===== src/rtl/sobel_pkg.sv =====
// Shared definitions for the Sobel stream controller.
// Holds the controller state encoding and the frame geometry helpers:
//   CM = IMAGE_DIM / PIXELS_PER_BEAT   beats per row
//   N  = IMAGE_DIM * CM                beats per frame
//   D  = CM + PIPE_LAT                 advances from input beat to result
// Counters are sized so that they can hold N + D without wrapping.
package sobel_pkg;

    typedef enum logic [1:0] {
        ST_IDLE  = 2'd0,
        ST_FEED  = 2'd1,
        ST_FLUSH = 2'd2,
        ST_DONE  = 2'd3
    } state_t;

    function automatic int unsigned calc_cm(input int unsigned dim, input int unsigned ppb);
        return dim / ppb;
    endfunction

    function automatic int unsigned calc_n(input int unsigned dim, input int unsigned ppb);
        return dim * calc_cm(dim, ppb);
    endfunction

    function automatic int unsigned calc_d(input int unsigned dim, input int unsigned ppb,
                                           input int unsigned lat);
        return calc_cm(dim, ppb) + lat;
    endfunction

    function automatic int unsigned cnt_width(input int unsigned n, input int unsigned d);
        return $clog2(n + d + 1);
    endfunction

    // Geometry for the default build (16 px/beat, 512x512, 24-stage pipe).
    localparam int unsigned DEF_PPB = 16;
    localparam int unsigned DEF_DIM = 512;
    localparam int unsigned DEF_LAT = 24;
    localparam int unsigned CM      = calc_cm(DEF_DIM, DEF_PPB);
    localparam int unsigned N       = calc_n(DEF_DIM, DEF_PPB);
    localparam int unsigned D       = calc_d(DEF_DIM, DEF_PPB, DEF_LAT);

endpackage


===== src/rtl/frame_counter.sv =====
// Up-counter with synchronous clear and enable, plus a terminal-count flag.
// Ports:
//   clk, areset  clock and asynchronous active-high reset
//   clr          synchronous clear (wins over en)
//   en           increment enable
//   count        current value
//   tc           high while count == TERMINAL
module frame_counter #(
    parameter int unsigned WIDTH    = 8,
    parameter int unsigned TERMINAL = 255
) (
    input  logic             clk,
    input  logic             areset,
    input  logic             clr,
    input  logic             en,
    output logic [WIDTH-1:0] count,
    output logic             tc
);

    always_ff @(posedge clk or posedge areset) begin
        if (areset) begin
            count <= '0;
        end else if (clr) begin
            count <= '0;
        end else if (en) begin
            count <= count + WIDTH'(1);
        end
    end

    assign tc = (count == WIDTH'(TERMINAL));

endmodule


===== src/rtl/sobel_stream_ctrl.sv =====
// Stream controller wrapped around a Sobel filter datapath.
// Accepts one frame of N input beats, feeds them into the datapath, then
// injects zero beats to drain the row delay and pipeline, and emits exactly
// N output beats with first/last markers.
// Ports:
//   clk, areset                 clock, asynchronous active-high reset
//   s_data/s_valid/s_ready/s_last   input pixel stream
//   m_data/m_valid/m_ready/m_last/m_user  output stream (m_user = first beat)
//   dp_inp_frame/dp_out_frame   datapath input beat / datapath result
//   dp_stall                    freezes the datapath when no advance
//   dp_aresetn                  synchronous active-low datapath reset
//   busy/frame_done/len_err     status: not idle / end pulse / sticky framing error
module sobel_stream_ctrl
    import sobel_pkg::*;
#(
    parameter int unsigned PIXELS_PER_BEAT = 16,
    parameter int unsigned IMAGE_DIM       = 512,
    parameter int unsigned PIPE_LAT        = 24
) (
    input  logic                         clk,
    input  logic                         areset,
    input  logic [8*PIXELS_PER_BEAT-1:0] s_data,
    input  logic                         s_valid,
    output logic                         s_ready,
    input  logic                         s_last,
    output logic [8*PIXELS_PER_BEAT-1:0] m_data,
    output logic                         m_valid,
    input  logic                         m_ready,
    output logic                         m_last,
    output logic                         m_user,
    output logic [8*PIXELS_PER_BEAT-1:0] dp_inp_frame,
    input  logic [8*PIXELS_PER_BEAT-1:0] dp_out_frame,
    output logic                         dp_stall,
    output logic                         dp_aresetn,
    output logic                         busy,
    output logic                         frame_done,
    output logic                         len_err
);

    localparam int unsigned FRAME_BEATS = calc_n(IMAGE_DIM, PIXELS_PER_BEAT);
    localparam int unsigned FILL_DEPTH  = calc_d(IMAGE_DIM, PIXELS_PER_BEAT, PIPE_LAT);
    localparam int unsigned CW          = cnt_width(FRAME_BEATS, FILL_DEPTH);

    localparam logic [CW-1:0] LAST_IDX = CW'(FRAME_BEATS - 1);
    localparam logic [CW-1:0] PIPE_D   = CW'(FILL_DEPTH);

    state_t        state;
    logic          dst_ok;
    logic          adv;
    logic          consume;
    logic          out_hs;
    logic          cnt_clr;
    logic [CW-1:0] in_cnt;
    logic [CW-1:0] adv_cnt;
    logic [CW-1:0] out_cnt;
    logic          in_tc;
    logic          adv_tc;
    logic          out_tc;

    always_comb begin
        dst_ok       = ~m_valid | m_ready;
        // Once adv_cnt hits N+D the last result is already presented; FLUSH
        // stops advancing and only waits for that beat to be accepted.
        adv          = dst_ok & (((state == ST_FEED) & s_valid) |
                                 ((state == ST_FLUSH) & ~adv_tc));
        s_ready      = (state == ST_FEED) & dst_ok;
        consume      = s_valid & s_ready;
        out_hs       = m_valid & m_ready;
        cnt_clr      = (state == ST_IDLE);
        dp_stall     = ~adv;
        dp_aresetn   = (state == ST_FEED) | (state == ST_FLUSH);
        dp_inp_frame = (state == ST_FEED) ? s_data : '0;
        m_data       = dp_out_frame;
        // Markers are qualified by m_valid so they read 0 when nothing is presented.
        m_user       = m_valid & (out_cnt == '0);
        m_last       = m_valid & out_tc;
        busy         = (state != ST_IDLE);
        frame_done   = (state == ST_DONE);
    end

    frame_counter #(.WIDTH(CW), .TERMINAL(FRAME_BEATS - 1)) u_in_cnt (
        .clk    (clk),
        .areset (areset),
        .clr    (cnt_clr),
        .en     (consume),
        .count  (in_cnt),
        .tc     (in_tc)
    );

    frame_counter #(.WIDTH(CW), .TERMINAL(FRAME_BEATS + FILL_DEPTH)) u_adv_cnt (
        .clk    (clk),
        .areset (areset),
        .clr    (cnt_clr),
        .en     (adv),
        .count  (adv_cnt),
        .tc     (adv_tc)
    );

    frame_counter #(.WIDTH(CW), .TERMINAL(FRAME_BEATS - 1)) u_out_cnt (
        .clk    (clk),
        .areset (areset),
        .clr    (cnt_clr),
        .en     (out_hs),
        .count  (out_cnt),
        .tc     (out_tc)
    );

    always_ff @(posedge clk or posedge areset) begin
        if (areset) begin
            state   <= ST_IDLE;
            m_valid <= 1'b0;
            len_err <= 1'b0;
        end else begin
            case (state)
                ST_IDLE:  if (s_valid) state <= ST_FEED;
                ST_FEED:  if (consume && in_tc) state <= ST_FLUSH;
                ST_FLUSH: if (out_hs && out_tc) state <= ST_DONE;
                ST_DONE:  state <= ST_IDLE;
            endcase

            // adv_cnt + 1 > D, written without widening the counter.
            if (adv) begin
                m_valid <= (adv_cnt >= PIPE_D);
            end else if (m_ready) begin
                m_valid <= 1'b0;
            end

            if (consume && (s_last != (in_cnt == LAST_IDX))) begin
                len_err <= 1'b1;
            end
        end
    end

endmodule


===== config.mk =====
export PLATFORM = sky130hd
export DESIGN_NAME = sobel_stream_ctrl
export DESIGN_NICKNAME = d
export VERILOG_FILES = /design/src/rtl/sobel_pkg.sv /design/src/rtl/frame_counter.sv /design/src/rtl/sobel_stream_ctrl.sv
export SDC_FILE = /design/constraint.sdc
export NUM_CORES = 1
export LEC_CHECK = 0
export CORE_AREA = 2 2 202 204
export DETAILED_ROUTE_END_ITERATION = 10
export DIE_AREA = 0 0 204 206
export GPL_TIMING_DRIVEN = 0
export PLACE_DENSITY_LB_ADDON = 0.2
export RECOVER_POWER = 50
export SLEW_MARGIN = 20
export SYNTH_ARGS = -nofsm -noshare
export SYNTH_HDL_FRONTEND = slang
export SYNTH_HIERARCHICAL = 1
export SYNTH_SLANG_ARGS = --single-unit

===== constraint.sdc =====
create_clock -name clk -period 4.03 [get_ports clk]
set_input_delay 0.806 -clock clk [delete_from_list [all_inputs] [get_ports clk]]
set_output_delay 0.806 -clock clk [all_outputs]
set_load 0.02 [all_outputs]

* Yosys cells after proc, flatten, opt, wreduce, memory -nomap -nowiden
Cells that the tools add are included.
** Cells by class
- Reductions and logical operators :: 11
- Muxes and demuxes :: 13
- $lt $le $gt $ge :: 1
- Equal/unequal tests :: 10
- Add/subtract/negate cells :: 3
- Bitwise gates (word level) :: 14
** Operator list (number)
- two-way mux 128 bit :: 1
- two-way mux 15 bit :: 6
- adder 15 x 1 -> 15 bit (second input constant) :: 3
- == test 15 x 14 -> 1 bit (second input constant) :: 2
- == test 15 bit (second input constant) :: 1
- >= comparator 15 x 6 -> 1 bit (second input constant) :: 1
- zero test 15 bit :: 1
- nonzero test 2 bit :: 5
- AND 1 bit :: 8
- case mux 2 bit (4 select lines) :: 1
- two-way mux 2 bit :: 3
- == test 2 bit (second input constant) :: 2
- != test 2 x 1 -> 1 bit (second input constant) :: 2
- logical AND 1 bit :: 3
- inverter 1 bit :: 3
- bitwise OR 1 bit :: 3
- AND reduction 3 bit :: 1
- == test 2 x 1 -> 1 bit (second input constant) :: 1
- zero test 2 bit :: 1
- two-way mux 1 bit :: 2
- != test 2 bit (second input constant) :: 1
- != test 1 bit :: 1
** Storage, ports and cells
- Input bits :: 261
- Output and inout port bits :: 265
- Bits in registers :: 49
- Word-level logic and storage cells :: 58

* Logic depth before layout (Yosys ltp)
- Depth after elaboration :: 7
- Gate-level depth with buffers :: 10
- Depth with buffers taken out :: 9

* Cells and area by module
The synthesis kept the hierarchy.
** By module, submodules not included
- sobel_stream_ctrl :: instances 1, sequential area each 100.1 um^2, cells each 319, area each 2250.9 um^2
- frame_counter (u_in_cnt ...) :: instances 2, sequential area each 375.4 um^2, cells each 80, area each 819.5 um^2
- frame_counter (u_adv_cnt) :: instances 1, sequential area each 375.4 um^2, cells each 92, area each 863.3 um^2

* Worst setup path before layout
No wires, ideal clock.
- Path type :: input-to-reg
- Start :: in m_ready
- End :: reg u_adv_cnt.count[10]
- Setup time :: 0.125 ns
- Setup slack :: 1.794 ns
- Data required time :: 3.905 ns
- Arrival :: 2.111 ns
- Stages on the path :: 6
- Path buffers :: 1
- Cells stage by stage :: nand2b_4 -> a21boi_1 -> buf_2 -> nand4_1 -> nor4_1 -> mux2_2
** On the way
- Cells in the longest elaborated chain, start to end :: 3
** RTL lines
- start, declared :: line sobel_stream_ctrl.sv:28 : input logic m_ready,
- bitwise OR 1 bit :: line sobel_stream_ctrl.sv:61 : dst_ok = ~m_valid | m_ready;
- AND 1 bit :: line sobel_stream_ctrl.sv:64 : adv = dst_ok & (((state == ST_FEED) & s_valid) |
- named net adv :: line sobel_stream_ctrl.sv:49 : logic adv;
- nonzero test 2 bit (no line)
- end signal, assigned :: line frame_counter.sv:26 : count <= count + WIDTH'(1);
- end, declared :: line frame_counter.sv:16 : output logic [WIDTH-1:0] count,
The timed path passes the listed nets, and every way through them passes these cells.
A chain may end at the register's enable or synchronous reset.

* Final worst setup path
- Start :: reg state[1]
- End :: out dp_inp_frame[92]
** On the way
- Cells in the longest elaborated chain, start to end :: 2
** RTL lines
- start, declared :: line sobel_stream_ctrl.sv:47 : state_t state;
- start signal, assigned :: line sobel_stream_ctrl.sv:110 : state <= ST_IDLE;
- start signal, assigned :: line sobel_stream_ctrl.sv:115 : ST_IDLE: if (s_valid) state <= ST_FEED;
- start signal, assigned :: line sobel_stream_ctrl.sv:116 : ST_FEED: if (consume && in_tc) state <= ST_FLUSH;
- == test 2 x 1 -> 1 bit :: line sobel_stream_ctrl.sv:72 : dp_inp_frame = (state == ST_FEED) ? s_data : '0;
- two-way mux 128 bit :: line sobel_stream_ctrl.sv:72
- end, declared :: line sobel_stream_ctrl.sv:31 : output logic [8*PIXELS_PER_BEAT-1:0] dp_inp_frame,
No other way between the ends.

==> flow_summary_export.csv <==
group,metric,value,unit
worst_setup_path,critPathMaxFanout,10,
timing,finalMaxSlewViolations,0,
worst_setup_path,setup.worst_path.end_class,"primary output",
route,vias,5528,
route,routedWlPerCell,21.18,um
floorplan,dieArea,0.04202,mm^2
floorplan,initial_core_util,11.83,%
cts,cts_setup_buffers,0,
grt,overflow,0,
route,drtIter0Drc,228,
timing,period_minus_slack,3.797,ns
grt,grt_start_max_net_pins,18,
route,final_antenna_net_count,0,
timing,hold_ws,0.4708,ns
timing,hold_violations,0,
timing,tns,0,ns
cts,htree_levels,2,
cells_and_area,finalNonFillerCells,1516,
grt,antenna_found_initial,34,
worst_setup_path,critPathMaxStageDelay,0.69,ns
yosys,synth-edff-count,0,
floorplan,pin_count,526,
yosys,ys_warn_count,6,
yosys,synth_top_area_share,25.80,%
timing,clock_skew,0.004993,ns
yosys,ys_ff_latch,49,
grt,grt_pass1_vias,5229,
power_and_ir_drop,vdd_drop_max,173.3,uV
yosys,syn_area,0.004753,mm^2
yosys,ys_async_sr_fraction,100.0,%
place,io_buffers,397,
worst_setup_path,worstPathRequired,3.22,ns
floorplan,core,0.04018,mm^2
timing,slew_headroom,52.75,%
power_and_ir_drop,p_comb_share,46.2,%
power_and_ir_drop,pwr-share-clk,21.7,%
cts,cts_hold_buf,0,
route,dr.pass1.iters,5,
cts,cts-root-buf,"clkbuf_16",
route,drcViolationCount,0,
grt,grt_pass1_wl,41.29,mm
cells_and_area,syn_to_final_growth,101.1,%
yosys,syn_avg_cell_area,8.325,um^2
cells_and_area,most-common-layout-cells,"clkdlybuf4s50_1, and2_1, buf_4, dlygate4sd3_1, dfrtp_1",
worst_setup_path,cp.arrival,2.99,ns
power_and_ir_drop,finalPower,2.310,mW
cells_and_area,final_util,23.78,%
cts,cts_tree,"done",
power_and_ir_drop,p_leak,3.819,nW
cells_and_area,finalInstanceArea,0.009557,mm^2
power_and_ir_drop,seq_power_share,32.1,%
place,placed_area,0.009393,mm^2
yosys,netlist_instances,571,
power_and_ir_drop,p_sw_share,37.85,%
timing,finalWorstSetupSlack,0.2328,ns
yosys,synth_cell_type_count,43,
timing,fin_crit_sh,94.22,%
timing,fmax,263.4,MHz
power_and_ir_drop,powerDensity,241.7,mW/mm^2
power_and_ir_drop,internal-power,1.435,mW
yosys,syn-num-nets,840,
cts,cts.clk_slew.worst_paths,0.07,ns
route,routed_via_density,3.646,
yosys,yosys.area.top_type,"dfrtp_1",
timing,setup_viol,0,
grt,grtUsageTotal,14.22,%
cells_and_area,final_common_cell,"clkdlybuf4s50_1",
route,wl,32.11,mm
worst_setup_path,worstSetupPathType,"flop to primary output",
hold_path,holdCritPathClass,"flop to flop",
cts,clockBufferDepth,2,
worst_setup_path,critPathLaunchType,"flop",
job,maxCapViolCount,0,
place,gp_congestion,0.8134,
cts,cts_buffers,5,
yosys,netlist_top_cells_area,"dfrtp_1, buf_4, and2_1, mux2_2, nor2_1",
floorplan,die_w,204,um
cts,cts_repair_resize_count,0,
timing,rsz0062_at_grt,"no",
place,dp_slack,0.5031,ns
timing,tightest_slew,0.7088,ns
yosys,yosysSeqAreaShare,25.80,%
cells_and_area,layout.nets,1244,
yosys,synthFlopType,"dfrtp_1",
floorplan,die_h,206,um
worst_setup_path,path_cells,"inv_1 > ha_1 > clkbuf_1 > buf_2 > and2_1 > clkdlybuf4s50_1",
cells_and_area,layout-drive-gt1-share,17.73,%
place,dp.cells,1500,
power_and_ir_drop,p_sw,0.8744,mW
worst_setup_path,slowest_stage,"clkdlybuf4s50_1",
run_status,status,"completed",
place,dpl.hpwl,29.45,mm
cts,clk_latency,0.29,ns
floorplan,rows,74,
cts,numClockSinks,49,
-- final cells by class --
cell class,count,area (um^2)
multi-input combinational,357,2372
buffer,151,1071
timing repair buffer,397,3974
inverter,14,52.55
antenna,8,20.02
fill,4387,30630
tap,532,665.6
sequential,49,1226
clock inverter,3,50.05
clock buffer,5,125.1
-- flip-flops by register name, summed over array words and instances, names as in the netlist --
name / cells
u_out_cnt/count: 15
state: 2
u_in_cnt/count: 15
len_err: 1
m_valid: 1
u_adv_cnt/count: 15
-- synthesized netlist by cell type (all sizes together) (6+ instances only) --
cell type,number
nand4,21
clkbuf,8
nor2b,11
nand3,11
nand2,19
o21ai,6
o31ai,13
nor2,31
xor2,9
ha,8
buf,143
dfrtp,49
mux2,13
a21oi,19
and2,131
or4,14
inv,14
nor4,19
-- power by group through the flow --
stage | clock network [mW] | registers (mW) | logic [mW]
2_1_floorplan | 0 | 0.714 | 0.583
3_3_place_gp | 0 | 0.754 | 1.10
3_5_place_dp | 0 | 0.753 | 1.11
4_1_cts | 0.520 | 0.743 | 1.11
5_1_grt | 0.540 | 0.762 | 1.15
6_report | 0.502 | 0.740 | 1.07
-- critical path, delay by kind of cell, from the launching register on --
family | cells | cell delay (ns)
adders and majority gates | 1 | 0.36
buffers and inverters | 4 | 1.66
DFF | 1 | 0.41
and+or+nand+nor | 1 | 0.26
-- layer usage --
layer	wire length, um	track usage [%]	share of wire [%]	up-vias
met5	177	0	0.55	-
met4	91	0.7764	0.28	26
met3	5195	10.28	16	35
met2	13260	20.44	41	298
met1	13380	17.82	42	2558
li1	-	-	-	2611
-- worst paths after layout --
path | startpoint | to | slack, ns | depth (start not counted)
setup / recovery | state[1]$_DFFE_PP0P_ | dp_inp_frame[92] | 0.23 | 6
hold / removal | len_err$_DFFE_PP0P_ | len_err$_DFFE_PP0P_ | 0.47 | 1
setup reg to reg | state[1]$_DFFE_PP0P_ | u_in_cnt/count[11]$_DFFE_PP0P_ | 0.87 | 8
hold reg to reg | len_err$_DFFE_PP0P_ | len_err$_DFFE_PP0P_ | 0.47 | 1
max in group asynchronous | areset | u_adv_cnt/count[5]$_DFFE_PP0P_ | 2.47 | 2
min in group asynchronous | areset | m_valid$_DFFE_PP0P_ | 0.96 | 2
-- cell families (layout without fill, tap and decap cells) --
logic type	count (synthesis)	in the layout	share of synthesized area [%]
muxes	17	17	4.001
adders and majority gates	8	8	2.106
buffers and inverters	165	570	23.90
DFF	49	49	25.80
AOI/OAI and AO/OA	45	45	6.317
other	0	8	0
xor gates and xnor gates	13	13	2.395
and+or+nand+nor	274	274	35.48
(Power assumes the default switching activity.)
==> RTL edit 1 (config.mk and constraints unchanged) <==
Change the parameter `IMAGE_DIM` from 512 to 256.
--- a/src/rtl/sobel_stream_ctrl.sv
+++ b/src/rtl/sobel_stream_ctrl.sv
@@ -15,5 +15,5 @@
 #(
     parameter int unsigned PIXELS_PER_BEAT = 16,
-    parameter int unsigned IMAGE_DIM       = 512,
+    parameter int unsigned IMAGE_DIM       = 256,
     parameter int unsigned PIPE_LAT        = 24
 ) (
Function: same outputs for any inputs over 4 cycles, from zero or initial values and one cycle with areset high; that may be too few to reach the edited logic, so the function may still have changed.
==> RTL edit 1 against the unedited design <==
Fmax increased by 2.0%; register-to-register slack better by 0.18 ns; via count shrank 10%; critical path depth unchanged; design area decreased by 5.1%; sequential share of layout area fell by 0.96 points; setup slack better by 0.074 ns; sequential cell count down 6; global-route usage fell by 3.2 points; wire length is 22% lower; synthesized area shrank 10%; first-iteration DRC count is 55% lower; critical path type unchanged; critical endpoint is now dp_inp_frame[105]; highest routed layer is now met4.
Power is not compared: it rests on default switching activity, and its combinational part moved more than twofold at a synthesized area within 25%.
==> RTL edit 1: results <==
[placed_design]
dp_cells = 1452
gp_congestion = 0.774
place_area_sq_mm = 0.00890
dp_hpwl_mm = 22.2
dp_slack_ns = 0.176

[cells_and_area]
drive_gt1_share_pct = 16.5
nets = 1197
top_regs = u_adv_cnt/count (13), u_in_cnt/count (13), u_out_cnt/count (13)

[global_route]
grt_max_degree = 21
grt_use_total_pct = 11.0
grt_pass1_wl_mm = 33.4
grt_pass1_vias = 4599
antenna_found_initial = 13

[yosys]
synth_commonest_cells = and2_1 (129), buf_4 (128), dfrtp_1 (43), nor2_1 (26), nand2_1 (19)
synthMuxAreaShare_pct = 1.50
ys_top_cells_by_area = dfrtp_1 (25%), buf_4 (23%), and2_1 (19%)
syn_nets = 793
synth_xor_area_share_pct = 3.70
syn_inst = 523
synth_cell_types = 44
synth_compound_area_share_pct = 7.52
ys_seq_area_share_pct = 25.3
synth_fa_ha_area_share_pct = 2.64

[cts]
cts_setup_buffers = 0
post_cts_resized = 2

[hold_path]
hp-start = len_err
hold_end = len_err

[route]
num_vias = 4969
first_iter_violations = 102
viasPerCell = 3.40
drt-wirelength-per-cell_um = 17.0
firstDrtPassIters = 4

[critical_path]
worst_ep_arrival_time_ns = 2.92
critPathMaxStageDelay_ns = 0.67
rr_worst_depth = 8

[run_status]
status = completed

[timing]
skew_ns = 0.00973
worst_pin_slew_ns = 0.994
holdWs_ns = 0.455
[RTL edit 1: worst max path at each step]
stage,startpoint,to,slack [ns],cells after the start
floorplan,m_ready,u_adv_cnt/count[12],1.57,7
global placement,state[1],dp_inp_frame[1],0.16,6
detailed placement,state[1],dp_inp_frame[1],0.18,6
CTS,state[1],dp_inp_frame[97],0.17,6
global route,state[1],dp_inp_frame[97],0.03,6
finish,state[1],dp_inp_frame[105],0.31,6
[RTL edit 1: layer usage]
metal / wire (um) / track usage, % / part of all wire (%)
met1: 9580 / 12.6 / 38
met2: 13600 / 21.7 / 55
met3: 1420 / 1.83 / 5.7
met4: 293 / 1.48 / 1.2
met5: 0 / 0 / 0
[RTL edit 1: area by class of cell]
class / instances / area, sq um
clock buffer: 6 / 139
tap: 532 / 666
inverter: 11 / 41.3
fill: 4469 / 31100
sequential: 43 / 1080
clock inverter: 2 / 35.0
antenna: 3 / 7.51
timing repair buffer: 397 / 3970
buffer: 148 / 1040
multi-input combinational: 321 / 2090
==> RTL edit 2 (same settings) <==
Made on the original files. Put one more register stage on the output `len_err`, cleared by the reset. The value now appears one clock later. The other outputs are not delayed to match.
--- a/src/rtl/sobel_stream_ctrl.sv
+++ b/src/rtl/sobel_stream_ctrl.sv
@@ -44,4 +44,6 @@
     localparam logic [CW-1:0] LAST_IDX = CW'(FRAME_BEATS - 1);
     localparam logic [CW-1:0] PIPE_D   = CW'(FILL_DEPTH);
+
+    logic len_err_s0;
 
     state_t        state;
@@ -110,5 +112,5 @@
             state   <= ST_IDLE;
             m_valid <= 1'b0;
-            len_err <= 1'b0;
+            len_err_s0 <= 1'b0;
         end else begin
             case (state)
@@ -127,6 +129,14 @@
 
             if (consume && (s_last != (in_cnt == LAST_IDX))) begin
-                len_err <= 1'b1;
+                len_err_s0 <= 1'b1;
             end
+        end
+    end
+
+    always_ff @(posedge clk or posedge areset) begin
+        if (areset) begin
+            len_err <= '0;
+        end else begin
+            len_err <= len_err_s0;
         end
     end
Behaviour: not the same (Yosys sat finds a counterexample within 4 cycles, from zero or initial values and one cycle with areset high).
==> RTL edit 2 against the unedited design <==
Fmax grew 1.0%; first-iteration DRC count grew 2.2%; sequential cell count is 1 higher; cell count up 0.40%; core utilization is 0.18 points higher; synthesized area increased by 0.53%; sequential share of layout area grew 0.16 points; wire length is 3.2% higher; register-to-register slack gained 0.15 ns; setup slack improved by 0.038 ns; design area increased by 0.77%; power up 3.7%; critical endpoint is now dp_inp_frame[124].
==> RTL edit 2: results <==
[route]
drt-wirelength-per-cell_um = 21.8
wl_met2_mm = 13.5
first_iter_violations = 233
wl_met3_mm = 5.09
num_vias = 5498
wl_met1_mm = 14.1
totalWireLength_mm = 33.1

[yosys]
synth_top_area_share_pct = 26.2
ys_seq_area_share_pct = 26.2
synth_xor_area_share_pct = 2.38
synth_compound_area_share_pct = 6.28
synth_fa_ha_area_share_pct = 2.09
ys_top_cells_by_area = dfrtp_1 (26%), buf_4 (20%), and2_1 (17%)

[critical_path]
critPathMaxStageDelay_ns = 0.74
rr_worst_depth = 10
r2r_setup_slack_ns = 1.02
r2r-start = u_adv_cnt/count[0]
worstSetupEndpoint = dp_inp_frame[124]
r2r_end = u_adv_cnt/count[10]

[placed_design]
dp_hpwl_mm = 30.3
gp_congestion = 0.804
place_area_sq_mm = 0.00942
dp_slack_ns = 0.235

[timing]
fin_ws_ns = 0.271
skew_ns = 0.00872
timing.slew.headroom_pct = 56.3

[global_route]
antenna_found_initial = 41
grt_pass1_wl_mm = 42.6
grt_use_met3_pct = 9.78

[cells_and_area]
nets = 1245
nFillCells = 4424

[power_and_ir_drop]
irDropWorstVdd_v = 0.000233
leakage_uw = 0.00385

[run_status]
status = completed
[RTL edit 2: how the worst min path moves through the flow]
stage               startpoint  endpoint  slack, ns  cells after the start
floorplan           len_err_s0   len_err       0.36                      0
global placement    len_err_s0   len_err       0.37                      0
detailed placement  len_err_s0   len_err       0.37                      0
CTS                 len_err_s0   len_err       0.39                      0
global route        len_err_s0   len_err       0.40                      0
finish              len_err_s0   len_err       0.39                      0
[RTL edit 2: power by group]
part	switching (uW)	leakage, uW	internal (uW)
Combinational	513	0.00310	561
Clock	198	0.0000972	373
Sequential	162	0.000653	587
[RTL edit 2: area by class of cell]
cell class                      count  area (sq um)  area share [%]
Inverter                           14          52.6           0.546
Multi-Input combinational cell    357          2380            24.7
Timing Repair Buffer              397          3970            41.3
Sequential cell                    50          1250            13.0
Antenna cell                       13          32.5           0.338
Clock buffer                        6           139            1.44
Clock inverter                      2          60.1           0.624
Tap cell                          532           666            6.91
Buffer                            151          1080            11.2
